<file path="config.mk">
export PLATFORM = sky130hd
export DESIGN_NAME = rnd_clk_mon
export DESIGN_NICKNAME = d
export VERILOG_FILES = /design/src/rtl/rnd_clk_mon.sv
export SDC_FILE = /design/constraint.sdc
export NUM_CORES = 1
export LEC_CHECK = 0
export CAP_MARGIN = 10
export CORE_MARGIN = 2
export CORE_UTILIZATION = 54
export DETAILED_ROUTE_END_ITERATION = 7
export MAX_ROUTING_LAYER = met4
export PLACE_DENSITY = 0.9
export SLEW_MARGIN = 10
export SYNTH_ARGS = -nofsm -noshare
export SYNTH_HDL_FRONTEND = slang
export SYNTH_SLANG_ARGS = --single-unit
</file>
<file path="constraint.sdc">
create_clock -name i_clk -period 4.35 [get_ports i_clk]
set_input_delay 0.87 -clock i_clk [delete_from_list [all_inputs] [get_ports i_clk]]
set_output_delay 0.87 -clock i_clk [all_outputs]
set_load 0.05 [all_outputs]
</file>
<file path="src/rtl/rnd_clk_mon.sv">
// rnd_clk_mon: measures phases/period of the LFSR random clock, flags bad periods.
// Define RND_CLK_MON_SYNC_EN to add a 2-flop input synchronizer for async sources.
module rnd_clk_mon #(
  parameter int CW         = 8,
  parameter int MIN_PERIOD = 2,
  parameter int MAX_PERIOD = 64,
  parameter int ECW        = 16
) (
  input  logic          i_clk,
  input  logic          i_rstn,
  input  logic          i_rnd_clk,
  input  logic          i_clr,
  output logic [CW-1:0] o_hi_len,
  output logic [CW-1:0] o_lo_len,
  output logic [CW:0]   o_period,
  output logic          o_valid,
  output logic [CW:0]   o_min_period,
  output logic [CW:0]   o_max_period,
  output logic [ECW-1:0] o_edge_cnt,
  output logic          o_err
);

  localparam logic [1:0] S_IDLE = 2'd0;
  localparam logic [1:0] S_HI1  = 2'd1;
  localparam logic [1:0] S_RUN  = 2'd2;

  localparam logic [CW-1:0] CNT_MAX = '1;
  localparam logic [CW:0]   P_MIN   = (CW+1)'(MIN_PERIOD);
  localparam logic [CW:0]   P_MAX   = (CW+1)'(MAX_PERIOD);

  logic          s;
  logic          s_d;
  logic [1:0]    state;
  logic [CW-1:0] cnt;
  logic          rise;
  logic          fall;
  logic          run_rise;
  logic [CW:0]   per;
  logic          per_bad;
  logic          stuck;

`ifdef RND_CLK_MON_SYNC_EN
  logic [1:0] sync_q;

  always_ff @(posedge i_clk or negedge i_rstn) begin
    if (!i_rstn) sync_q <= '0;
    else         sync_q <= {sync_q[0], i_rnd_clk};
  end

  assign s = sync_q[1];
`else
  assign s = i_rnd_clk;
`endif

  assign rise     = s & ~s_d;
  assign fall     = ~s & s_d;
  assign run_rise = rise && (state == S_RUN);
  assign per      = {1'b0, o_hi_len} + {1'b0, cnt};
  assign per_bad  = (per < P_MIN) || (per > P_MAX);
  // a saturated counter outside idle means the clock stopped toggling
  assign stuck    = (cnt == CNT_MAX) && (state != S_IDLE);

  always_ff @(posedge i_clk or negedge i_rstn) begin
    if (!i_rstn) begin
      s_d          <= 1'b0;
      cnt          <= '0;
      state        <= S_IDLE;
      o_hi_len     <= '0;
      o_lo_len     <= '0;
      o_period     <= '0;
      o_valid      <= 1'b0;
      o_min_period <= '1;
      o_max_period <= '0;
      o_edge_cnt   <= '0;
      o_err        <= 1'b0;
    end else begin
      s_d     <= s;
      o_valid <= 1'b0;
      if (i_clr) begin
        cnt          <= CW'(1);
        state        <= S_IDLE;
        o_min_period <= '1;
        o_max_period <= '0;
        o_edge_cnt   <= '0;
        o_err        <= 1'b0;
      end else begin
        if (rise || fall)       cnt <= CW'(1);
        else if (cnt != CNT_MAX) cnt <= cnt + 1'b1;
        if (fall) o_hi_len <= cnt;
        if (rise) begin
          o_lo_len   <= cnt;
          o_edge_cnt <= o_edge_cnt + 1'b1;
        end
        if (run_rise) begin
          o_period <= per;
          o_valid  <= 1'b1;
          if (per < o_min_period) o_min_period <= per;
          if (per > o_max_period) o_max_period <= per;
        end
        if ((run_rise && per_bad) || stuck) o_err <= 1'b1;
        unique case (1'b1)
          (state == S_IDLE): if (rise) state <= S_HI1;
          (state == S_HI1):  if (fall) state <= S_RUN;
          default: ;
        endcase
      end
    end
  end

endmodule

</file>
* Word level (Yosys, flattened, before mapping)
Index checks and enable logic that the tools add are counted.
Word-level totals: bits in registers 72, input bits 4, output and inout bits 61, logic and storage cells 69
Operators by class: $add $sub $neg 3, magnitude comparators 4, equal/unequal tests 6, multiplexer cells 19, bitwise logic cells 5, reduce and logical (&&, ||, !) cells 21
Operators by type and width (number):
- 9-bit two-way mux | 6
- 16-bit two-way mux | 2
- 8-bit two-way mux | 3
- 16-bit by 1-bit adder with 16-bit output (second input constant) | 1
- 2-bit nonzero test | 6
- 2-bit AND reduction | 5
- 8-bit by 8-bit adder with 9-bit output | 1
- 9-bit by 7-bit greater-than comparator with 1-bit output (second input constant) | 1
- 9-bit greater-than comparator | 1
- 9-bit by 2-bit less-than comparator with 1-bit output (second input constant) | 1
- 9-bit less-than comparator | 1
- 8-bit by 1-bit adder with 8-bit output (second input constant) | 1
- 8-bit equality test (second input constant) | 1
- 8-bit != test (second input constant) | 1
- 2-bit two-way mux | 3
- 3-bit != test (second input constant) | 2
- 3-bit nonzero test | 2
- 1-bit two-way mux | 4
- 2-bit one-hot mux with 2 select lines | 1
- 1-bit logical AND | 3
- 1-bit logical OR | 3
- 1-bit NOT | 3
- 3-bit AND reduction | 1
- 1-bit bitwise AND | 2
- 3 further kinds | 3

* Depth between registers and ports, before layout
Gate-level depths: netlist of the first run.
word-level depth 7, gate-level depth with buffers 14, depth with buffers taken out 13

* Least setup slack after synthesis of the first run
No wires, ideal clock.
path kind reg-to-reg, start register o_hi_len[0], end register o_max_period[1], setup time 138 ps, data arrival time 3394 ps, required time 4212 ps, setup slack 818 ps, stages on the path, launching flop included 12, buffers on the path 0, clock period less this slack 3532 ps, cells stage by stage dfrtp_1 -> ha_1 -> fa_1 -> xor2_1 -> ha_1 -> o21a_1 -> o31ai_1 -> a21oi_1 -> a221oi_1 -> a2111oi_0 -> nor3_2 -> o32ai_1
On the way: cells in the longest elaborated chain, start to end 4, elaborated cells on any way between the ends 7, classes of those cells add/sub: 1; order compare: 1; mux: 3; reduce/logical: 2
Ends and longest elaborated chain:
- start, declared | line 13 | output logic [CW-1:0] o_hi_len,
- start signal, assigned | line 89 | if (fall) o_hi_len <= cnt;
- 8-bit by 8-bit adder with 9-bit output | line 58 | assign per = {1'b0, o_hi_len} + {1'b0, cnt};
- net per[2] | line 38 | logic [CW:0] per;
- 9-bit greater-than comparator | line 98 | if (per > o_max_period) o_max_period <= per;
- 2-bit nonzero test (no source line)
- 2-bit AND reduction (no source line)
- end signal, assigned | line 98
- end, declared | line 18 | output logic [CW:0] o_max_period,
The timed path passes the listed nets, and every way through them passes these cells. The select of a mux whose other input is x is not followed. A chain may end at the register's enable or synchronous reset.

* Worst setup path in the final report of the first run
start register cnt[0], end register o_max_period[2]
On the way: cells in the longest elaborated chain, start to end 4, elaborated cells on any way between the ends 7, classes of those cells add/sub: 1; order compare: 1; mux: 3; reduce/logical: 2
Ends and longest elaborated chain:
- start, declared | line 34 | logic [CW-1:0] cnt;
- start signal, assigned | line 88 | else if (cnt != CNT_MAX) cnt <= cnt + 1'b1;
- 8-bit by 8-bit adder with 9-bit output | line 58
- net per[1] | line 38
- 9-bit greater-than comparator | line 98
- 2-bit nonzero test (no source line)
- 2-bit AND reduction (no source line)
The timed path passes the listed nets, and every way through them passes these cells. The select of a mux whose other input is x is not followed.

==> impl_metrics.tcl, run 1 <==
set metrics [dict create \
    outcome "completed" \
    first_global_vias 3373 \
    drtAntennaViolNets 0 \
    clock.fmax_ghz 0.260 \
    drtIter0Drc 196 \
    drt-pass1-iter-count 5 \
    crit_fanout 8 \
    n_antenna_cell 0 \
    multi_input_area_sq_um 2100 \
    synth.top_cell.area_share 0.387 \
    io_buffers 64 \
    crit_type "register to register" \
    ios 65 \
    r2r_slack_ps 500 \
    leakage_nw 2.32 \
    cts_sinks 72 \
    grt-ovfl-total 0 \
    postCtsHoldBufs 0 \
    synth_warnings 0 \
    grtUsageMet2 0.393 \
    hold_depth 2 \
    ys_seq_area_frac 0.445 \
    finalHoldViolations 0 \
    dr_total_vias 3477 \
    synth_fp_nets 440 \
    cts_setup_buffers 0 \
    mappedNetlistArea_sq_um 4080 \
    tns_ps 0 \
    setup_viol 0 \
    p_sw_w 0.000490 \
    nets 508 \
    die_x_um 90.9 \
    track_usage 0.254 \
    wire_per_inst_um 16.9 \
    antenna_found_initial 0 \
    final_cell_mix "dfrtp_1, clkdlybuf4s50_1, nor2_1" \
    cts.path.max_buffers 2 \
    start_util 0.559 \
    combPwrFrac 0.206 \
    fp.dieH_um 90.9 \
    hpwl_um 7120 \
    slew_viol_final 0 \
    viasPerCell 5.95 \
    fillers 563 \
    period_needed_ps 3850 \
    place_inst 568 \
    cts_tree "yes" \
    final-seq-area_sq_um 1810 \
    critPathCaptureType "register" \
    clk_pin_slew_worst_paths_ps 80 \
    rsz0062_at_grt "false" \
    fin_skew_ps 10.4 \
    ys.flop_type "dfrtp_1" \
    reg2reg_to "o_max_period[2]" \
    drc 0 \
    insertion_delay_ps 360 \
    globalplace.congestion 0.879 \
    netlist_top_cells_area "dfrtp_1, ha_1, dfstp_2" \
    drive_gt1_frac 0.128 \
    busiest_layer "met2" \
    h-tree-depth 3 \
    floorplan.rows 31 \
    grt_max_degree 40 \
    synth_cell_types 63 \
    clock_power_share 0.358 \
    ir_worst_vdd_mv 0.156 \
    dieArea_sq_um 8260 \
    cp-start-kind "register" \
    synth_edf_count 0 \
    hold_class "register to register" \
    ctsResizeCount 0 \
    wl_um 9860 \
    cts_root_buf "clkbuf_8" \
    synth_top_area_cell "dfrtp_1" \
    maxCapViolations 0 \
    switching_share 0.302 \
    instances_no_fill 584 \
    max_slew.worst_pin.slew_ps 848 \
    internal_power_w 0.00113 \
    ys_ff_latch 72 \
    synthArstFlopShare 1.00 \
    r2r-start "cnt[0]" \
    grt_util_met3 0.0476 \
    min-delay-start "o_period[8]" \
    pwr-share-seq 0.435 \
    powerDensity_nw_per_um2 323 \
    slew_headroom 0.435 \
    reg2regPathDepth 11 \
    min_to "o_period[8]" \
    syn_avg_cell_area_sq_um 9.89 \
    fp.coreArea_sq_um 7290 \
    grt_pass1_wl_um 16300 \
    crit_required_ps 4570 \
    period_share 0.884 \
    grt_use_met1 0.326 \
    syn_to_final_growth_pct 23.3 \
    whs_ps 483 \
    syn_inst 412 \
    cts_made_buffers 9 \
    worst-endpoint-arrival_ps 4070 \
]
==> critical path, stage by stage (launching register included) <==
cell and delay (ps):
dfrtp_1 450, ha_1 260, fa_1 460, buf_4 190
ha_1 290, nor2b_1 130, o31ai_1 280, a21oi_1 120
a221oi_1 630, a2111oi_0 210, nor3_2 510, o32ai_1 180
==> routing by layer <==
layer,wire length (um),share of wire
met1,4220,0.43
met2,4780,0.48
met3,613,0.062
met5,0,0
met4,243,0.025
==> logic make-up (layout without fill, tap and decap cells) <==
group / after synthesis / count (layout) / synth area share
AND/OR/NAND/NOR: 142 / 142 / 0.172
AO/OA/AOI/OAI: 95 / 95 / 0.161
flip-flops: 72 / 72 / 0.445
buffers and inverters: 36 / 109 / 0.0387
adder cells (fa/ha/maj): 24 / 24 / 0.0755
XOR/XNOR: 22 / 22 / 0.0507
multiplexers: 21 / 21 / 0.0568
==> how the worst max path moves through the flow <==
stage	to	slack [ps]	cells past startpoint	start
2_1_floorplan	o_max_period[1]	820	11	o_hi_len[0]
3_3_place_gp	o_max_period[1]	700	12	cnt[0]
3_5_place_dp	o_max_period[5]	590	12	cnt[0]
4_1_cts	o_max_period[2]	550	12	cnt[0]
5_1_grt	o_max_period[2]	230	11	cnt[0]
6_report	o_max_period[2]	500	11	cnt[0]
==> sequential cells by signal, indices dropped and copies added (netlist names), 2 cells and up <==
register and flops:
o_edge_cnt 16, o_min_period 9, o_period 9, o_lo_len 8, o_max_period 9, o_hi_len 8, state 2, cnt 8
==> through the flow <==
stage	utilization	power, W	setup WS, ps	instance area (sq um)
floorplan	-	0.000937	818	4080
global placement	0.660	0.00104	699	4810
detailed placement	0.660	0.00105	593	4810
CTS	0.689	0.00163	550	5020
global route	0.689	0.00170	233	5020
finish	0.689	0.00162	503	5020
==> layout make-up <==
| type | instances | share of cell area |
|---|---|---|
| multi-input combinational | 304 | 0.419 |
| inverter | 22 | 0.0164 |
| sequential | 72 | 0.361 |
| timing repair buffer | 71 | 0.137 |
| tap | 99 | 0.0247 |
| clock buffer | 11 | 0.0261 |
| clock inverter | 5 | 0.0162 |
==> Yosys cell counts, drive strengths merged (3+ instances only) <==
| cell | instances |
|---|---|
| dfrtp | 63 |
| nor2 | 41 |
| nand2 | 36 |
| o21ai | 27 |
| ha | 23 |
| inv | 21 |
| nand3 | 20 |
| a21oi | 19 |
| mux2 | 17 |
| xor2 | 14 |
| and3 | 11 |
| clkbuf | 9 |
| dfstp | 9 |
| a211oi | 7 |
| xnor2 | 7 |
| o21a | 6 |
| o31ai | 6 |
| a211o | 5 |
| buf | 5 |
| nand4 | 5 |
| nor2b | 5 |
| mux2i | 4 |
| nand2b | 4 |
| nor3 | 4 |
| o32ai | 4 |
| o211ai | 3 |
| or4 | 3 |
==> power groups by stage <==
stage	clock, W	combinational [W]	sequential [W]
after global routing	0.000622	0.000365	0.000710
final	0.000582	0.000335	0.000707
after floorplan	0	0.000168	0.000769
after global placement	0	0.000321	0.000719
after CTS	0.000590	0.000334	0.000707
after detailed placement	0	0.000331	0.000720
(Power assumes the default switching activity.)
==> run 2, diff against run 1 <==
--- a/config.mk
+++ b/config.mk
@@ -7,10 +7,10 @@
 export LEC_CHECK = 0
 export CAP_MARGIN = 10
 export CORE_MARGIN = 2
-export CORE_UTILIZATION = 54
+export CORE_UTILIZATION = 50
 export DETAILED_ROUTE_END_ITERATION = 7
 export MAX_ROUTING_LAYER = met4
-export PLACE_DENSITY = 0.9
+export PLACE_DENSITY = 0.85
 export SLEW_MARGIN = 10
 export SYNTH_ARGS = -nofsm -noshare
 export SYNTH_HDL_FRONTEND = slang
==> impl_metrics.tcl, run 2 (same netlist as run 1, synthesis figures left out) <==
set metrics [dict create \
    nets 508 \
    io_buffers 64 \
    crit_top_cell "ha_1" \
    antenna_found_initial 0 \
    place_inst 571 \
    syn_to_final_growth_pct 24.7 \
    first_global_vias 3262 \
    hold_depth 2 \
    period_share 0.881 \
    start_util 0.522 \
    cts_sinks 72 \
    ir_worst_vdd_mv 0.162 \
    dpl_cell_area_sq_um 4820 \
    ctsResizeCount 0 \
    final_cell_area_sq_um 5080 \
    slowest_delay_ps 650 \
    drc 0 \
    slew_viol_final 0 \
    crit_fanout 8 \
    max_slew.worst_pin.slew_ps 822 \
    hold_class "register to register" \
    cts.path.max_buffers 2 \
    drive_gt1_frac 0.132 \
    clk_pin_slew_worst_paths_ps 80 \
    cp-start-kind "register" \
    grt_max_degree 38 \
    postCtsHoldBufs 0 \
    largest_reg_flops 16 \
    place_ws_ps 591 \
    period_needed_ps 3830 \
    reg2regPathDepth 12 \
    drtIter0Drc 163 \
    globalplace.congestion 0.875 \
    floorplan.rows 32 \
    setup_viol 0 \
    min-delay-start "o_period[7]" \
    outcome "completed" \
    maxCapViolations 0 \
    slew_headroom 0.452 \
    powerDensity_nw_per_um2 341 \
    fp.dieH_um 94.3 \
    track_usage 0.238 \
    drtAntennaViolNets 0 \
    instances_no_fill 587 \
    crit_type "register to register" \
    reg2reg_to "o_max_period[1]" \
    crit_path_cell_trace "ha_1 > fa_1 > xor2_1 > buf_4 > ha_1 > o21a_1 > o31ai_1 > a21oi_1 > a221oi_1 > a2111oi_0 > nor3_2 > o32ai_1" \
    tns_ps 0 \
    n_antenna_cell 0 \
    cts_setup_buffers 0 \
    final_cell_mix "dfrtp_1, clkdlybuf4s50_1, nor2_1" \
    h-tree-depth 3 \
    wl_um 9930 \
    clock.fmax_ghz 0.261 \
    crit_slowest_cell "a221oi_1" \
    cts_made_buffers 9 \
    r2r-start "cnt[0]" \
    dieArea_sq_um 8890 \
    fin_skew_ps 13.3 \
    r2r_slack_ps 520 \
    drt-pass1-iter-count 6 \
    layout_setup_ws_ps 519 \
    fp.coreArea_sq_um 7810 \
    min_to "o_period[7]" \
    cts_root_buf "clkbuf_8" \
    grt-ovfl-total 0 \
    dr_total_vias 3488 \
    grt_pass1_wl_um 16000 \
    ios 65 \
    critPathCaptureType "register" \
    leakage_nw 2.35 \
    insertion_delay_ps 370 \
    fin_util 0.651 \
    rsz0062_at_grt "false" \
    hpwl_um 7130 \
    die_x_um 94.3 \
    regMostFlops "o_edge_cnt" \
    viasPerCell 5.94 \
    wire_per_inst_um 16.9 \
    finalHoldViolations 0 \
    worst-endpoint-arrival_ps 4050 \
    cts_tree "yes" \
    crit_required_ps 4570 \
]
-- run 2: how the worst max path moves through the flow --
| stage | startpoint | to | slack, ps | depth (start not counted) |
|---|---|---|---|---|
| 5_1_grt | cnt[0] | o_max_period[5] | 280 | 12 |
| 3_3_place_gp | cnt[0] | o_max_period[1] | 670 | 12 |
| 6_report | cnt[0] | o_max_period[1] | 520 | 12 |
| 3_5_place_dp | cnt[0] | o_max_period[5] | 590 | 12 |
| 2_1_floorplan | o_hi_len[0] | o_max_period[1] | 820 | 11 |
| 4_1_cts | cnt[0] | o_max_period[5] | 590 | 12 |
-- run 2: area by class of cell --
type	instances	area (sq um)
Sequential cell	72	1810
Clock buffer	12	165
Multi-Input combinational cell	304	2100
Inverter	22	82.6
Clock inverter	4	98.8
Timing Repair Buffer	71	688
Fill cell	627	2730
Tap cell	102	128
-- run 2: per-stage QoR --
stage	total power [W]	hold WS, ps
after floorplan	0.000937	506
after global placement	0.00104	479
after detailed placement	0.00105	483
after CTS	0.00174	502
after global routing	0.00180	534
final	0.00173	502
-- run 2: worst max-delay path: cells and delay by family (launching register included) --
family                     cells  cell delay, ps
DFF                            1             460
buffers and inverters          1             170
and+or+nand+nor                1             500
adders and majority gates      3             990
xor gates and xnor gates       1             160
AOI/OAI and AO/OA              6            1390
-- run 2: power breakdown --
| part | switching (W) | leakage, nW | internal [W] | total, W |
|---|---|---|---|---|
| Combinational | 0.000215 | 1.26 | 0.000121 | 0.000336 |
| Clock | 0.000258 | 0.133 | 0.000429 | 0.000687 |
| Sequential | 0.0000191 | 0.956 | 0.000689 | 0.000708 |
-- run 2: metal layers --
metal | part of all wire | routed length (um) | global-route usage
met1 | 0.45 | 4430 | 0.324
met2 | 0.48 | 4770 | 0.364
met3 | 0.058 | 578 | 0.0321
met4 | 0.016 | 158 | 0.0966
met5 | 0 | 0 | -
